**config.mk**
```make
export PLATFORM = sky130hd
export DESIGN_NAME = ex_muldiv_unit
export DESIGN_NICKNAME = d
export VERILOG_FILES = /design/src/rtl/ex_muldiv_unit.sv
export SDC_FILE = /design/constraint.sdc
export NUM_CORES = 1
export LEC_CHECK = 0
export ABC_AREA = 1
export CORE_AREA = 2 2 232 234
export CTS_BUF_LIST = sky130_fd_sc_hd__clkbuf_4 sky130_fd_sc_hd__clkbuf_8
export CTS_CLUSTER_DIAMETER = 120
export DETAILED_ROUTE_END_ITERATION = 8
export DIE_AREA = 0 0 234 236
export PLACE_DENSITY = 0.59
export SYNTH_ARGS = -nofsm -noshare
export SYNTH_HDL_FRONTEND = slang
export SYNTH_SLANG_ARGS = --single-unit
export TNS_END_PERCENT = 20
```
**constraint.sdc**
```tcl
create_clock -name clk -period 6 [get_ports clk]
set_input_delay 1.2 -clock clk [delete_from_list [all_inputs] [get_ports clk]]
set_output_delay 1.2 -clock clk [all_outputs]
set_load 0.05 [all_outputs]
```
**src/rtl/ex_muldiv_unit.sv**
```systemverilog
// RV32M multiply/divide unit for EX: radix-2 iterative multiply and restoring divide.
// Define MULDIV_FASTMUL_EN to use a single-cycle 33x33 multiplier instead.
module ex_muldiv_unit (
    input  logic        clk,
    input  logic        rst,
    input  logic        flush,
    input  logic        start,
    input  logic [2:0]  op,
    input  logic [31:0] src_a,
    input  logic [31:0] src_b,
    output logic        stall,
    output logic        result_valid,
    output logic [31:0] result
);

    typedef enum logic [1:0] {IDLE, BUSY, DONE} state_e;

    state_e      state_q;
    logic [5:0]  cnt_q;
    logic [2:0]  op_q;
    logic [63:0] acc_q;
    logic [31:0] opb_q;
    logic        neg_q;
    logic        nega_q;
    logic [31:0] result_q;
    logic        valid_q;

    logic        a_sgn, b_sgn;
    logic [31:0] mag_a, mag_b;
    logic        special;
    logic [31:0] spec_res;
    logic        fast;
    logic [31:0] fast_res;

    always_comb begin
        a_sgn = src_a[31] & (op[2] ? ~op[0] : (op[1:0] == 2'b01 || op[1:0] == 2'b10));
        b_sgn = src_b[31] & (op[2] ? ~op[0] : (op[1:0] == 2'b01));
        mag_a = a_sgn ? -src_a : src_a;
        mag_b = b_sgn ? -src_b : src_b;
        special = 1'b0;
        spec_res = 32'hFFFF_FFFF;
        if (op[2] && src_b == 32'd0) begin
            special = 1'b1;
            spec_res = op[1] ? src_a : 32'hFFFF_FFFF;
        end else if (op[2] && !op[0] && src_a == 32'h8000_0000
                     && src_b == 32'hFFFF_FFFF) begin
            special = 1'b1;
            spec_res = op[1] ? 32'd0 : 32'h8000_0000;
        end
    end

`ifdef MULDIV_FASTMUL_EN
    logic signed [65:0] fa, fb, fprod;
    always_comb begin
        fa = {{34{a_sgn}}, src_a};
        fb = {{34{b_sgn}}, src_b};
        fprod = fa * fb;
        fast = ~op[2];
        fast_res = (op[1:0] == 2'b00) ? fprod[31:0] : fprod[63:32];
    end
`else
    assign fast = 1'b0;
    assign fast_res = 32'd0;
`endif

    // One radix-2 step: acc holds {hi, lo} = {partial/remainder, multiplier/quotient}
    logic [32:0] madd;
    logic [64:0] sh;
    logic [32:0] trial;
    logic [63:0] step, prod;
    logic [31:0] quo, rem, fin;

    always_comb begin
        madd  = {1'b0, acc_q[63:32]} + (acc_q[0] ? {1'b0, opb_q} : 33'd0);
        sh    = {acc_q, 1'b0};
        trial = sh[64:32] - {1'b0, opb_q};
        if (op_q[2])
            step = trial[32] ? sh[63:0] : {trial[31:0], sh[31:1], 1'b1};
        else
            step = {madd, acc_q[31:1]};
        prod = neg_q ? -step : step;
        quo  = neg_q ? -step[31:0] : step[31:0];
        rem  = nega_q ? -step[63:32] : step[63:32];
        unique case (op_q)
            3'b000:  fin = prod[31:0];
            3'b001, 3'b010, 3'b011: fin = prod[63:32];
            3'b100, 3'b101: fin = quo;
            default: fin = rem;
        endcase
    end

    always_ff @(posedge clk or posedge rst) begin
        if (rst) begin
            state_q  <= IDLE;
            cnt_q    <= 6'd0;
            op_q     <= 3'd0;
            acc_q    <= 64'd0;
            opb_q    <= 32'd0;
            neg_q    <= 1'b0;
            nega_q   <= 1'b0;
            result_q <= 32'd0;
            valid_q  <= 1'b0;
        end else if (flush) begin
            state_q <= IDLE;
            valid_q <= 1'b0;
        end else begin
            valid_q <= 1'b0;
            unique case (state_q)
                IDLE: begin
                    if (start) begin
                        op_q   <= op;
                        cnt_q  <= 6'd0;
                        neg_q  <= a_sgn ^ b_sgn;
                        nega_q <= a_sgn;
                        acc_q  <= {32'd0, op[2] ? mag_a : mag_b};
                        opb_q  <= op[2] ? mag_b : mag_a;
                        if (special) begin
                            result_q <= spec_res;
                            valid_q  <= 1'b1;
                            state_q  <= DONE;
                        end else if (fast) begin
                            result_q <= fast_res;
                            valid_q  <= 1'b1;
                            state_q  <= DONE;
                        end else begin
                            state_q <= BUSY;
                        end
                    end
                end
                BUSY: begin
                    acc_q <= step;
                    cnt_q <= cnt_q + 6'd1;
                    if (cnt_q == 6'd31) begin
                        result_q <= fin;
                        valid_q  <= 1'b1;
                        state_q  <= DONE;
                    end
                end
                DONE: state_q <= IDLE;
                default: state_q <= IDLE;
            endcase
        end
    end

    assign stall = !flush && ((state_q == IDLE && start) || state_q == BUSY);
    assign result_valid = valid_q;
    assign result = result_q;

endmodule

```
==> impl_results.md <==
- Port Buffer Count: 104
- Vias in the first global route: between 15000 and 20000
- Worst setup SP type: register
- First-pass GRT wire length: around 120000 um
- Most used cell along the critical path: nand2_1
- Min Tclk post-route: 5.09 ns
- Placed insts: between 3000 and 4000
- Starting Density: 33.4%
- Final Hold Vio Count: 0
- Worst path slowest cell: fa_1
- GRT Util Overall: 28.8%
- Initial antenna violation count: 1
- Pwr per Cell Area: between 600 and 700 nW/um2
- Multi-input logic area: between 10000 and 15000 um2
- Data arrival, critical path: about 5.5 ns
- Number of flops mapped to enable cells by yosys: 0
- Avg WL per Cell: ~21 um
- Min-Delay Path Class: reg2reg
- Die X: about 230 um
- Syn_nets: ~3200
- GPL Wtd Cong: 1.02
- Die Span Y: 236 um
- Cells after Synth: just over 3000
- Routed Antenna Nets: 0
- Initial DRC count: 2102
- Fin util: between 30% and 40%
- Overall Power: around 12 mW
- Post_cts resized: 0
- CTS tree: done
- Final-stage net count: 3252
- Fmax: between 0.15 and 0.2 GHz
- Core area: 53100 um2
- Number of max-cap violations: 0
- Cell Area, Synth: approximately 18000 um2
- Max incr delay on CP: about 0.44 ns
- Clock skew: around 0.024 ns
- Area grow syn2layout: 11.6%
- Status: finished clean
- # IOs: between 100 and 150
- Seq/Total Area, Yosys: between 20% and 30%
- FF+latch area: between 3000 and 4000 um2
- Crit-path max FO: 6
- Unrepaired setup endpoints after global routing: no
- Clock latency at the later pin of the worst-skew pair: 0.54 ns
- Cts bufs inserted: 17
- FP Rows: 85
- H-tree Lvls: 4
- Yosys warnings: 0
- Dominant synthesized flop cell: dfrtp_1
- Slew of the pin with the lowest slew margin: 0.853 ns
- Via Count: roughly 21000
- CTS Sinks: between 100 and 150
- Leakage power: approximately 10 nW
- Final wirelength: ~80000 um
- Layout Cells excl Fill: between 3000 and 4000
- Layout cells sized above 1: 6.66%
- Clock Pin Slew Worst Setup and Hold Paths: approximately 0.10 ns
- Final Slew Violations: 0
- Via density: ~5.4
- # hold bufs at CTS: 0
- Clock root buffer: clkbuf_8
- Grt ovf: 0
- Distinct cells, synth: 57
- Type of destination of the critical path: register
- Syn Area/Cell: 5.80 um2
- Setup repair bufs after CTS: 0
- Die area: around 55000 um2
- Asr flop ratio synth: 100%
- Critical path type: reg2reg
- Worst Path Required: between 6 and 7 ns
- Worst vdd ir: approximately 0.00026 V
- Clk buf depth: 2
- DPL Wire Length: about 65000 um
- Setup tns final: 0 ns
- Count of state elements after synthesis: 142
- Final setup fails: 0
- DRC: 0
- Pin count of the biggest net entering global routing: 62
- DR pass1 iterations: 6
- Crit share post-route: between 80% and 90%
- Fillcell total: between 5000 and 6000
- Max transition margin: between 40 and 50%
## metrics by stage
stage          hold slack [ns]  setup WS [ns]  cell area, um2
2_1_floorplan            0.434          0.990           17700
3_3_place_gp             0.465           1.07           19400
3_5_place_dp             0.461           1.03           19400
4_1_cts                  0.475           1.04           19800
5_1_grt                  0.501          0.523           19800
6_report                 0.473          0.914           19800
## registers in the layout (all words and copies together), names as in the netlist
| signal | flops |
|---|---|
| acc_q | 64 |
| cnt_q | 6 |
| neg_q | 1 |
| nega_q | 1 |
| op_q | 3 |
| opb_q | 32 |
| result | 32 |
| result_valid | 1 |
| state_q | 2 |
## power by group
| group | total, mW | switching [mW] | internal, mW |
|---|---|---|---|
| Clock | 0.786 | 0.483 | 0.303 |
| Combinational | 10.0 | 7.23 | 2.79 |
| Sequential | 1.65 | 0.404 | 1.25 |
| Total | 12.5 | 8.12 | 4.34 |
## final cells by class
class / instances / share of cell area, %
Tap cell: 696 / 4.40
Timing Repair Buffer: 133 / 6.35
Clock inverter: 14 / 0.608
Clock buffer: 18 / 1.22
Sequential cell: 142 / 18.0
Inverter: 468 / 8.91
Multi-Input combinational cell: 2346 / 60.5
Antenna cell: 1 / 0.0127
## placed cells by master, fill, tap and decap left out, drive strengths merged, types with 3 or more instances in the layout
cell type	n
nand3	256
xor2	68
inv	472
clkinvlp	3
a221oi	4
nand2	944
xnor2	17
o21bai	9
o211ai	10
nor4	7
a22oi	15
clkinv	7
o21a	6
o22ai	46
nor2	343
dfrtp	142
clkdlybuf4s50	103
o21ai	181
ha	71
nand4	32
o2111ai	9
nor3	47
o31ai	3
a31oi	18
a21oi	155
a21boi	20
a221o	8
nand3b	15
o221ai	12
or2	34
buf	30
a21o	7
clkbuf	18
## Yosys cell counts, types with 19 or more instances
cell type  count  area (um2)
a21boi_1      19         143
o21ai_1       24         120
o21ai_0      156         781
nand2_1      909        3410
inv_1        451        1690
xor2_1        68         596
o22ai_1       46         288
nor2_2        22         138
or2_2         34         213
nor3_1        43         215
dfrtp_1      142        3550
nand2_2       28         175
clkbuf_1      62         233
nand3_1      243        1220
nand4_1       31         194
ha_1          71         888
a21oi_1      145         726
nor2_1       317        1190
## kinds of logic after synthesis
group                      synth area share [%]
DFF                                        20.1
xor gates and xnor gates                   4.20
and+or+nand+nor                            41.0
buffers and inverters                      12.5
AOI/OAI and AO/OA                          17.0
adders and majority gates                  5.24
## final timing paths
| kind | startpoint | depth (start not counted) | slack, ns | to |
|---|---|---|---|---|
| setup / recovery | acc_q[31]$_DFFE_PP0P_ | 31 | 0.91 | result[4]$_DFFE_PP0P_ |
| hold / removal | cnt_q[5]$_DFFE_PP0P_ | 1 | 0.47 | cnt_q[5]$_DFFE_PP0P_ |
| setup reg to reg | acc_q[31]$_DFFE_PP0P_ | 31 | 0.91 | result[4]$_DFFE_PP0P_ |
| hold reg to reg | cnt_q[5]$_DFFE_PP0P_ | 1 | 0.47 | cnt_q[5]$_DFFE_PP0P_ |
| max in group asynchronous | rst | 3 | 3.75 | result[20]$_DFFE_PP0P_ |
| min in group asynchronous | rst | 2 | 1.12 | acc_q[40]$_DFFE_PP0P_ |
## per-layer routing
layer	global-route usage [%]	vias up	share of wire [%]	wire, um
li1	-	9940	-	-
met1	37.8	9479	42	33600
met2	43.8	908	43	34400
met3	5.33	206	7.9	6320
met4	16.5	2	6.6	5260
met5	2.05	-	0.19	155
## critical path, delay by kind of cell, from the launching register on
family / cells / cell delay, ns
AOI/OAI and AO/OA: 3 / 0.73
adders and majority gates: 3 / 0.90
buffers and inverters: 2 / 0.28
DFF: 1 / 0.37
and+or+nand+nor: 23 / 2.70
(Power assumes the default switching activity.)
